`config.mk`:
```
export PLATFORM = sky130hd
export DESIGN_NAME = seq_restoring_divider
export DESIGN_NICKNAME = d
export VERILOG_FILES = /design/src/rtl/div_pkg.sv /design/src/rtl/div_step.sv /design/src/rtl/seq_restoring_divider.sv
export SDC_FILE = /design/constraint.sdc
export NUM_CORES = 1
export LEC_CHECK = 0
export CAP_MARGIN = 20
export CELL_PAD_IN_SITES_DETAIL_PLACEMENT = 1
export CELL_PAD_IN_SITES_GLOBAL_PLACEMENT = 1
export CORE_MARGIN = 2
export CORE_UTILIZATION = 34
export CTS_CLUSTER_DIAMETER = 30
export DETAILED_ROUTE_END_ITERATION = 8
export PLACE_DENSITY_LB_ADDON = 0.1
export SLEW_MARGIN = 20
export SYNTH_ARGS = -nofsm -noshare
export SYNTH_HDL_FRONTEND = slang
export SYNTH_SLANG_ARGS = --single-unit
```
`constraint.sdc`:
```
create_clock -name clk -period 1.7 [get_ports clk]
set_input_delay 0.34 -clock clk [delete_from_list [all_inputs] [get_ports clk]]
set_output_delay 0.34 -clock clk [all_outputs]
set_load 0.01 [all_outputs]
```
`src/rtl/div_pkg.sv`:
```
// Shared definitions for the sequential restoring divider: FSM encoding and step-counter sizing.
package div_pkg;

    localparam logic [1:0] ST_IDLE = 2'd0;
    localparam logic [1:0] ST_RUN  = 2'd1;
    localparam logic [1:0] ST_DONE = 2'd2;

    typedef enum logic [1:0] {
        IDLE = ST_IDLE,
        RUN  = ST_RUN,
        DONE = ST_DONE
    } state_t;

    // Counter must hold 0..WIDTH so the step count never aliases.
    function automatic int cnt_width(input int w);
        return $clog2(w + 1);
    endfunction

endpackage

```
`src/rtl/div_step.sv`:
```
// One combinational restoring-division step: shift the next dividend bit into the partial
// remainder, subtract the divisor when it fits, and report the resulting quotient bit.
module div_step #(
    parameter int WIDTH = 4
) (
    input  logic [WIDTH:0]   rem_in,
    input  logic             q_msb,
    input  logic [WIDTH-1:0] divisor,
    output logic [WIDTH:0]   rem_out,
    output logic             q_bit
);

    logic [WIDTH:0] shifted;
    logic [WIDTH:0] divisor_ext;

    assign shifted     = {rem_in[WIDTH-1:0], q_msb};
    assign divisor_ext = {1'b0, divisor};

    // A set rem_in MSB would mean the true shifted value exceeds WIDTH+1 bits and so the divisor.
    assign q_bit   = rem_in[WIDTH] | (shifted >= divisor_ext);
    assign rem_out = q_bit ? (shifted - divisor_ext) : shifted;

endmodule

```
`src/rtl/seq_restoring_divider.sv`:
```
// Multi-cycle unsigned restoring divider, one quotient bit per clock, valid/ready on both sides.
// Optional macro DIV_ZERO_SHORTCUT_EN: a zero divisor skips RUN and reports on the cycle after accept.
//
// state | meaning
// IDLE  | waiting for an operand pair, in_ready=1
// RUN   | iterating the restoring step, WIDTH steps
// DONE  | Q/R/div_by_zero presented, held until out_ready
module seq_restoring_divider
    import div_pkg::*;
#(
    parameter int WIDTH = 4
) (
    input  logic             clk,
    input  logic             rst,
    input  logic             in_valid,
    output logic             in_ready,
    input  logic [WIDTH-1:0] A,
    input  logic [WIDTH-1:0] B,
    output logic             out_valid,
    input  logic             out_ready,
    output logic [WIDTH-1:0] Q,
    output logic [WIDTH-1:0] R,
    output logic             div_by_zero
);

    localparam int CW = cnt_width(WIDTH);
    localparam logic [CW-1:0] LAST_STEP = CW'(WIDTH - 1);

    state_t           state;
    logic [WIDTH-1:0] q_reg;
    logic [WIDTH-1:0] div_reg;
    logic [WIDTH:0]   rem_reg;
    logic [CW-1:0]    cnt;
    logic [WIDTH:0]   rem_next;
    logic             q_bit;
    logic [WIDTH-1:0] q_next;

    div_step #(.WIDTH(WIDTH)) u_step (
        .rem_in  (rem_reg),
        .q_msb   (q_reg[WIDTH-1]),
        .divisor (div_reg),
        .rem_out (rem_next),
        .q_bit   (q_bit)
    );

    assign q_next   = {q_reg[WIDTH-2:0], q_bit};
    assign in_ready = (state == IDLE) && !rst;

    always_ff @(posedge clk) begin
        if (rst) begin
            state       <= IDLE;
            q_reg       <= '0;
            div_reg     <= '0;
            rem_reg     <= '0;
            cnt         <= '0;
            out_valid   <= 1'b0;
            Q           <= '0;
            R           <= '0;
            div_by_zero <= 1'b0;
        end else begin
            case (state)
                IDLE: begin
                    if (in_valid && in_ready) begin
                        q_reg   <= A;
                        div_reg <= B;
                        rem_reg <= '0;
                        cnt     <= '0;
`ifdef DIV_ZERO_SHORTCUT_EN
                        if (B == '0) begin
                            state       <= DONE;
                            out_valid   <= 1'b1;
                            Q           <= '1;
                            R           <= A;
                            div_by_zero <= 1'b1;
                        end else begin
                            state <= RUN;
                        end
`else
                        state <= RUN;
`endif
                    end
                end
                RUN: begin
                    q_reg   <= q_next;
                    rem_reg <= rem_next;
                    if (cnt == LAST_STEP) begin
                        cnt         <= '0;
                        state       <= DONE;
                        out_valid   <= 1'b1;
                        Q           <= q_next;
                        R           <= rem_next[WIDTH-1:0];
                        div_by_zero <= (div_reg == '0);
                    end else begin
                        cnt <= cnt + CW'(1);
                    end
                end
                DONE: begin
                    if (out_ready) begin
                        state     <= IDLE;
                        out_valid <= 1'b0;
                    end
                end
                default: begin
                    state     <= IDLE;
                    out_valid <= 1'b0;
                end
            endcase
        end
    end

endmodule

```
* Yosys cells after proc, flatten, opt, wreduce, memory -nomap -nowiden
Index checks and enable logic that the tools add are counted.
** Word-level totals
- Bits of input ports :: 12
- Memories :: 0
- ROM bits :: 0
- Output and inout port bits :: 11
- Logic and storage cells :: 46
- Bits in latches :: 0
- Memory bits (writable) :: 0
- Register bits :: 28
** Cells by class
- Equal/unequal tests :: 6
- Bitwise operators :: 2
- Reduce and logical (&&, ||, !) cells :: 11
- Shift operators :: 0
- Multiplexer cells :: 15
- Divide/modulo/power cells :: 0
- $lt $le $gt $ge :: 1
- Add/sub/neg operators :: 2
- Multipliers :: 0
** Operators by type and width (number)
- 5-bit 2-to-1 mux :: 2
- 5-bit case mux with 2 select lines :: 1
- 4-bit case mux with 2 select lines :: 1
- 2-bit 2-to-1 mux :: 3
- 3-bit 2-to-1 mux :: 2
- 2-bit case mux with 3 select lines :: 1
- 3-bit case mux with 2 select lines :: 1
- 2-bit AND reduction :: 3
- 3-bit AND reduction :: 2
- 5-bit by 4-bit greater-or-equal comparator with 1-bit output :: 1
- 5-bit by 4-bit subtractor with 5-bit output :: 1
- 4-bit logical NOT :: 1
- 4-bit 2-to-1 mux :: 1
- 2-bit inequality test (second input constant) :: 2
- 3-bit by 1-bit adder with 3-bit output (second input constant) :: 1
- 3-bit by 2-bit equality test with 1-bit output (second input constant) :: 1
- 1-bit case mux with 3 select lines :: 1
- 2-bit by 1-bit equality test with 1-bit output (second input constant) :: 1
- 2-bit equality test (second input constant) :: 1
- 1-bit logical AND :: 2
- 2-bit logical NOT :: 1
- 1-bit 2-to-1 mux :: 2
- 2-bit by 1-bit inequality test with 1-bit output (second input constant) :: 1
- 2-bit nonzero test :: 1
- 3 further kinds :: 3

* Longest topological paths before layout
Gate-level depths: netlist of the first run.
- Depth after elaboration :: 5
- Gate-level depth with buffers :: 9
- Depth with buffers taken out :: 9

* By module
Synthesis of the first run repeated with hierarchy kept, for this count alone.
** Unflattened totals
- Cell total of the unflattened synthesis :: 157
- Area, all modules :: 1416.4 um^2
** By module, submodules not included
- seq_restoring_divider :: cells an instance 123, area each 1123.6 um^2, instances 1, seq. area each 560.5 um^2
- div_step :: cells an instance 34, area each 292.8 um^2, instances 1, seq. area each 0.0 um^2

* Worst setup path after synthesis of the first run
No wires, ideal clock.
- Path kind :: register -> register
- From :: reg div_reg[2]
- To :: reg R[1]
- Data required time :: 1579 ps
- Slack :: -45 ps
- Library setup time :: 121 ps
- Period minus slack after synthesis :: 1745 ps
- Path buffers :: 1
- Arrival :: 1624 ps
- Cell stages (with the launch flop) :: 9
- Cell sequence :: dfxtp_1 > inv_1 > ha_1 > a21oi_1 > a31oi_1 > or2_1 > buf_6 > mux2i_1 > a21oi_1
** On the way
- Cells in the longest elaborated chain, start to end :: 3
** Ends and longest elaborated chain
- from (decl) :: line seq_restoring_divider.sv:31 : logic [WIDTH-1:0] div_reg;
- from (signal assigned) :: line seq_restoring_divider.sv:53 : div_reg <= '0;
- from (signal assigned) :: line seq_restoring_divider.sv:65 : div_reg <= B;
- 5-bit by 4-bit greater-or-equal comparator with 1-bit output :: line div_step.sv:20 : assign q_bit = rem_in[WIDTH] | (shifted >= divisor_ext);
- 1-bit bitwise OR :: line div_step.sv:20
- 5-bit 2-to-1 mux :: line div_step.sv:21 : assign rem_out = q_bit ? (shifted - divisor_ext) : shifted;
- to (signal assigned) :: line seq_restoring_divider.sv:91 : R <= rem_next[WIDTH-1:0];
- to (decl) :: line seq_restoring_divider.sv:22 : output logic [WIDTH-1:0] R,
Every way passes these cells.
A chain may end at the register's enable or synchronous reset.

* Worst setup path after layout of the first run
Same ends and word-level chain as after synthesis.

==> summary.md, run 1 <==
| Metric | Value |
|---|---|
| Setup CP Type | `register to register` |
| Post-synthesis cell type count | `37` |
| Final HPWL from detailed placement | `2799 um` |
| Clock latency on the worst-skew pair | `0.28 ns` |
| Crit-path max cell delay | `0.35 ns` |
| IO Pins | `23` |
| Post-synth EDFFs | `0` |
| Number of hold buffers added after CTS | `0` |
| Area of the multi-input gates | `768.2 sq um` |
| Drt first pass iters | `4` |
| Max Fclk | `0.5685 GHz` |
| Type of the tightest min-delay check | `register to register` |
| Total wire length | `3784 um` |
| Largest net degree at the start of global routing | `23` |
| Worst slew pin tran | `between 0.3 and 0.4 ns` |
| Max Cap Viol | `0` |
| PwrDens | `1038 mW/mm^2` |
| Iteration-0 DRC Markers | `55` |
| Post-Syn Area | `0.001289 sq mm` |
| Number of global-route vias before repair | `roughly 1400` |
| Syn. warnings | `0` |
| Post-synth ARST share | `0%` |
| CP delay by family, top | `flip-flops` |
| Min Tclk post-route | `1.759 ns` |
| PortBufs | `22` |
| Crit path launch type | `register` |
| First-pass GRT wire length | `6099 um` |
| Crit. End Element | `register` |
| Synth Area in Compound Gates | `21.17%` |
| Total CTS buffers | `3` |
| Number of routed nets with antenna violations | `0` |
| Largest register FFs | `5` |
| Clk sinks | `28` |
| Effective utilization at floorplan | `between 30% and 40%` |
| Routability cong. | `about 0.8` |
| Setup TNS | `-0.1846 ns` |
| Main flop type after synthesis | `dfxtp_1` |
| Die height | `approximately 66 um` |
| Fillers | `approximately 420` |
| Slew HR | `73.25%` |
| Clk pin slew, worst setup/hold paths | `0.10 ns` |
| Failing checks | `setup timing` |
| Antenna violations before repair | `0` |
| CP arrival | `1.93 ns` |
| Synth-to-layout area growth | `56.02%` |
| # diodes | `0` |
| WL/cell | `between 10 and 15 um` |
| Cells after DPL | `247` |
| Crit path cell chain | `inv_2, ha_4, nand3b_1, a31oi_4, or2_4, buf_12, mux2i_4, a21oi_2` |
| Worst vdd ir | `0.5419 mV` |
| Layout cells sized above 1 | `between 30% and 40%` |
| Seq/Total Area, Yosys | `43.50%` |
| DR vias/cell | `5.016` |
| Std-Cell Rows | `22` |
| Mux cell area share after synthesis | `between 1.5 and 2%` |
| Die width | `65.57 um` |
| Adder-Cell Fraction of Synth Area | `6.408%` |
| Fin cells | `257` |
| Syn nets | `172` |
| Reg-to-reg slack, setup | `-0.06 ns` |
| Root Buffer | `clkbuf_8` |
| Area of the die | `0.004299 sq mm` |
| CORE AREA | `0.003661 sq mm` |
| Worst EP required | `about 1.9 ns` |
| Simple-gate share of the synthesized area | `20.78%` |
| CTS tree | `built` |
| LEAKAGE | `0.7954 nW` |
| Most common cell after layout, fill and taps aside | `buf_4` |
| Sequential cell area | `around 570 sq um` |
| Clock Path Buffers | `2` |
| Final Skew | `0.004367 ns` |
| XOR/XNOR Fraction of Synth Area | `1.359%` |
| Mean post-synth cell area | `8.368 sq um` |
| Final worst-path cycle share | `103.5%` |
| Placement Setup Slack | `-0.1893 ns` |
| CP max-delay cell | `dfxtp_2` |
| DRC | `0` |
| Final Hold Vio Count | `0` |
| # H-tree levels | `1` |
| Max-slew violations | `0` |
| Overflow after GRT | `0` |
| Nets | `228` |
| Worst Slack Setup Final | `-0.05894 ns` |
| Peak fanout along the critical path | `5` |
| Post-Syn Instances | `154` |
| RSZ-0062 raised after global routing | `yes` |
| FF+latch count, synth | `28` |
| Total GRT Usage | `18.78%` |
| Crit path buffers/inverters | `2` |
| Largest family of logic cells by synthesized area | `compound AO/OA/AOI/OAI gates` |
| Run status | `finished with violations` |
| Via count | `1289` |
| Most frequent cells in the layout | `buf_4 (31), nand2_1 (23), dfxtp_1 (22)` |
| Final setup vio count | `4` |
## final timing paths
| path | startpoint | depth (start not counted) | end |
|---|---|---|---|
| max reg2reg | div_reg[2] | 8 | R[1] |
| min | Q[3] | 2 | Q[3] |
| max | div_reg[2] | 8 | R[1] |
| min reg2reg | Q[3] | 2 | Q[3] |
## metal layers
metal / track usage [%] / share of wire, % / wire, um
met1: 20.43 / 40 / 1530
met2: 36.73 / 56 / 2115
met3: 3.082 / 2.1 / 78
met4: 5.469 / 1.6 / 59
met5: 0 / 0 / 0
## cell usage after synthesis (3+ instances only)
library cell,n,area share (%)
o21ai_0,8,3.1
nor2_1,17,5.0
ha_1,5,4.9
nor3_1,3,1.2
nand2_1,23,6.7
inv_1,7,2.0
clkbuf_1,4,1.2
a21oi_1,16,6.2
o31ai_1,4,2.3
a311oi_1,3,2.0
nand3_1,3,1.2
o2bb2ai_1,4,2.7
dfxtp_1,28,43
## worst min-delay path: stages, from the launching register on
cell and delay, ns:
dfxtp_1 0.32, nand2_1 0.05, a21oi_1 0.05
## where the power goes
part           leakage [nW]  switching [W]  total (W)  internal, W
sequential            0.231      0.0000320   0.000730     0.000698
clock                0.0357       0.000215   0.000531     0.000316
combinational         0.529       0.000369   0.000826     0.000456
total                 0.795       0.000617    0.00209      0.00147
## stage by stage
stage / utilization [%] / area [sq um] / hold slack, ns / power (W)
after global placement: 48.33 / 1769 / 0.4425 / 0.001282
after floorplan: - / 1305 / 0.4297 / 0.001056
after detailed placement: 48.33 / 1769 / 0.4502 / 0.001305
after global routing: 54.92 / 2011 / 0.4873 / 0.002202
after CTS: 53.96 / 1976 / 0.4646 / 0.002025
final: 54.92 / 2011 / 0.4619 / 0.002087
## what timing repair did
item,CTS,global route
buffers inserted,5,2
endpoints found under the hold margin,0,0
pin swaps,5,10
resized for setup,24,12
setup endpoints to repair,10,11
## cell type report
cell class | instances | area share (%)
timing repair buffer | 58 | 25.70
tap | 48 | 2.987
inverter | 7 | 1.307
clock buffer | 3 | 2.054
sequential | 28 | 28.25
clock inverter | 1 | 1.493
multi-input combinational | 112 | 38.21
## cell families (layout without fill, tap and decap cells)
group / Yosys count / in the layout
simple gates: 59 / 59
compound gates: 43 / 43
mux: 2 / 2
fa+ha+maj: 6 / 6
xor+xnor: 2 / 2
buf+inv: 14 / 69
flops: 28 / 28
Note: power is estimated with default switching activity, not from simulation.
==> inputs of run 2 (changes only) <==
--- a/config.mk
+++ b/config.mk
@@ -10,10 +10,8 @@
 export CELL_PAD_IN_SITES_GLOBAL_PLACEMENT = 1
 export CORE_MARGIN = 2
 export CORE_UTILIZATION = 34
-export CTS_CLUSTER_DIAMETER = 30
 export DETAILED_ROUTE_END_ITERATION = 8
 export PLACE_DENSITY_LB_ADDON = 0.1
-export SLEW_MARGIN = 20
 export SYNTH_ARGS = -nofsm -noshare
 export SYNTH_HDL_FRONTEND = slang
 export SYNTH_SLANG_ARGS = --single-unit
==> results of run 2 <==
The final DEF is identical to that of run 1; final timing and power are the same.
==> inputs of run 3 (changes only) <==
--- a/config.mk
+++ b/config.mk
@@ -9,9 +9,11 @@
 export CELL_PAD_IN_SITES_DETAIL_PLACEMENT = 1
 export CELL_PAD_IN_SITES_GLOBAL_PLACEMENT = 1
 export CORE_MARGIN = 2
-export CORE_UTILIZATION = 34
+export CORE_UTILIZATION = 40
 export DETAILED_ROUTE_END_ITERATION = 8
+export DONT_BUFFER_PORTS = 1
 export PLACE_DENSITY_LB_ADDON = 0.1
+export SLEW_MARGIN = 20
 export SYNTH_ARGS = -nofsm -noshare
 export SYNTH_HDL_FRONTEND = slang
 export SYNTH_SLANG_ARGS = --single-unit
==> summary.md, run 3 (synthesized netlist as in run 1, its figures left out) <==
| Metric | Value |
|---|---|
| Run status | `finished with violations (unchanged)` |
| Failing checks | `setup timing (unchanged)` |
| RSZ-0062 raised after global routing | `yes (unchanged)` |
| First-pass GRT wire length | `5658 um (was 6099 um)` |
| Final Power | `0.001725 W (was 0.002087 W)` |
| Nets | `196 (was 228)` |
| Worst vdd ir | `0.4098 mV (was 0.5419 mV)` |
| Reg-to-reg slack, setup | `-0.008 ns (was -0.06 ns)` |
| Worst EP required | `1.95 ns (was 1.87 ns)` |
| Clock Path Buffers | `2 (unchanged)` |
| Area of the die | `0.003692 sq mm (was 0.004299 sq mm)` |
| Max Fclk | `0.5856 GHz (was 0.5685 GHz)` |
| CTS tree | `built (unchanged)` |
| Number of global-route vias before repair | `1194 (was 1362)` |
| Clk sinks | `28 (unchanged)` |
| Setup CP Type | `register to register (unchanged)` |
| Root Buffer | `clkbuf_4 (was clkbuf_8)` |
| Iteration-0 DRC Markers | `28 (was 55)` |
| Max-slew violations | `0 (unchanged)` |
| Synth-to-layout area growth | `28.06% (was 56.02%)` |
| Clock Power Share | `19.1% (was 25.4%)` |
| Peak fanout along the critical path | `2 (was 5)` |
| Largest net degree at the start of global routing | `25 (was 23)` |
| PortBufs | `0 (was 22)` |
| Clock latency on the worst-skew pair | `0.34 ns (was 0.28 ns)` |
| Crit-path max cell delay | `0.37 ns (was 0.35 ns)` |
| Critical path origin | `q_reg[3] (was div_reg[2])` |
| Crit path cell chain | `inv_2, ha_4, inv_2, fa_2, a21o_1, a21oi_2, xor2_1, a32oi_1, nor2_1 (was inv_2, ha_4, nand3b_1, a31oi_4, or2_4, buf_12, mux2i_4, a21oi_2)` |
| Fin util | `54.06% (was 54.92%)` |
| Antenna violations before repair | `0 (unchanged)` |
| Overflow after GRT | `0 (unchanged)` |
| Number of hold buffers added after CTS | `0 (unchanged)` |
| # diodes | `0 (unchanged)` |
| Final setup vio count | `1 (was 4)` |
| Min Tclk post-route | `1.708 ns (was 1.759 ns)` |
| LEAKAGE | `0.6423 nW (was 0.7954 nW)` |
| Type of the tightest min-delay check | `input port to register (was register to register)` |
| Max Cap Viol | `0 (unchanged)` |
| Routability cong. | `0.8166 (was 0.8025)` |
| Crit path launch type | `register (unchanged)` |
| CP delay by family, top | `compound AO/OA/AOI/OAI gates (was flip-flops)` |
| CP arrival | `1.96 ns (was 1.93 ns)` |
| DR vias/cell | `5.394 (was 5.016)` |
| Worst slew pin tran | `0.4096 ns (was 0.3976 ns)` |
| Effective utilization at floorplan | `42.21% (was 35.20%)` |
| Switching share of power | `32.25% (was 29.55%)` |
| Largest register FFs | `5 (unchanged)` |
| IO Pins | `23 (unchanged)` |
| Die height | `60.76 um (was 65.57 um)` |
| Net Sw Power | `0.0005565 W (was 0.0006167 W)` |
| Clk pin slew, worst setup/hold paths | `0.15 ns (was 0.10 ns)` |
| CP max-delay cell | `fa_2 (was dfxtp_2)` |
| WL/cell | `15.76 um (was 14.72 um)` |
| Reg-to-Reg Start | `q_reg[3] (was div_reg[2])` |
| Drt first pass iters | `4 (unchanged)` |
| Seq pwr share | `42.5% (was 35.0%)` |
| Die width | `60.76 um (was 65.57 um)` |
| Most frequent cells in the layout | `buf_4 (25), nand2_1 (23), dfxtp_1 (22) (was buf_4 (31), nand2_1 (23), dfxtp_1 (22))` |
| Final Hold Vio Count | `0 (unchanged)` |
| DRC | `0 (unchanged)` |
| Most common cell after layout, fill and taps aside | `buf_4 (unchanged)` |
| Via count | `1192 (was 1289)` |
| Fin cells | `221 (was 257)` |
| Cells after DPL | `213 (was 247)` |
| Crit path buffers/inverters | `2 (unchanged)` |
| Setup TNS | `-0.007629 ns (was -0.1846 ns)` |
| Total wire length | `3483 um (was 3784 um)` |
| Std-Cell Rows | `20 (was 22)` |
| Layout cells sized above 1 | `33.33% (was 32.54%)` |
| Placement Setup Slack | `-0.08558 ns (was -0.1893 ns)` |
| Crit. End Element | `register (unchanged)` |
| Slew HR | `72.69% (was 73.25%)` |
| CORE AREA | `0.003053 sq mm (was 0.003661 sq mm)` |
| Final worst-path cycle share | `100.4% (was 103.5%)` |
| Logic pwr share | `38.3% (was 39.6%)` |
| Crit-path most repeated cell | `inv_2` |
| Worst hold start | `rst (was Q[3])` |
| Number of routed nets with antenna violations | `0 (unchanged)` |
| Int Power | `0.001169 W (was 0.001471 W)` |
| Total CTS buffers | `3 (unchanged)` |
| Worst Slack Setup Final | `-0.007629 ns (was -0.05894 ns)` |
| Final HPWL from detailed placement | `2477 um (was 2799 um)` |
| PwrDens | `1046 mW/mm^2 (was 1038 mW/mm^2)` |
| Total GRT Usage | `21.17% (was 18.78%)` |
| Final Skew | `0.008354 ns (was 0.004367 ns)` |
| # H-tree levels | `1 (unchanged)` |
[run 3: cell type report]
| cell class | count | area (sq um) |
|---|---|---|
| fill | 367 | 1403 |
| multi-input combinational | 112 | 765.7 |
| tap | 44 | 55.05 |
| inverter | 7 | 26.28 |
| sequential | 28 | 568.0 |
| timing repair buffer | 26 | 198.9 |
| clock buffer | 4 | 36.28 |
[run 3: stage by stage]
| step | hold slack (ns) | cell area (sq um) |
|---|---|---|
| after CTS | 0.02676 | 1610 |
| after global placement | 0.4123 | 1484 |
| after detailed placement | 0.4142 | 1484 |
| after global routing | 0.02274 | 1650 |
| final | 0.04672 | 1650 |
| after floorplan | 0.4297 | 1305 |
[run 3: worst reg2reg max path, stage by stage, from the launching register on]
cell     delay (ns)
dfxtp_2        0.36
inv_2          0.07
ha_4           0.13
inv_2          0.03
fa_2           0.37
a21o_1         0.20
a21oi_2        0.15
xor2_1         0.08
a32oi_1        0.20
nor2_1         0.05
[run 3: power groups by stage]
stage	Combinational, W	Sequential [W]	Clock [W]
floorplan	0.000318	0.000738	0
global placement	0.000464	0.000741	0
detailed placement	0.000484	0.000742	0
finish	0.000662	0.000734	0.000330
global route	0.000722	0.000739	0.000367
CTS	0.000585	0.000734	0.000346
[run 3: path summary, 6_finish.rpt]
| kind | depth (start not counted) | endpoint |
|---|---|---|
| worst max-delay path | 9 | rem_reg[4] |
| worst min-delay path | 1 | q_reg[3] |
| worst max register to register | 9 | rem_reg[4] |
| worst min register to register | 2 | Q[2] |
[run 3: routing by layer]
layer	GRT usage [%]	up-vias	part of all wire [%]
li1	-	593	-
met1	26.27	583	45
met2	37.17	12	51
met3	2.559	4	2.1
met4	8.385	0	1.6
met5	0	-	0
[run 3: what timing repair did]
item	in CTS	in global routing
endpoints found under the hold margin	0	0
setup endpoints to repair	9	10
buffers inserted	3	1
resized for setup	21	12
pin swaps	12	13
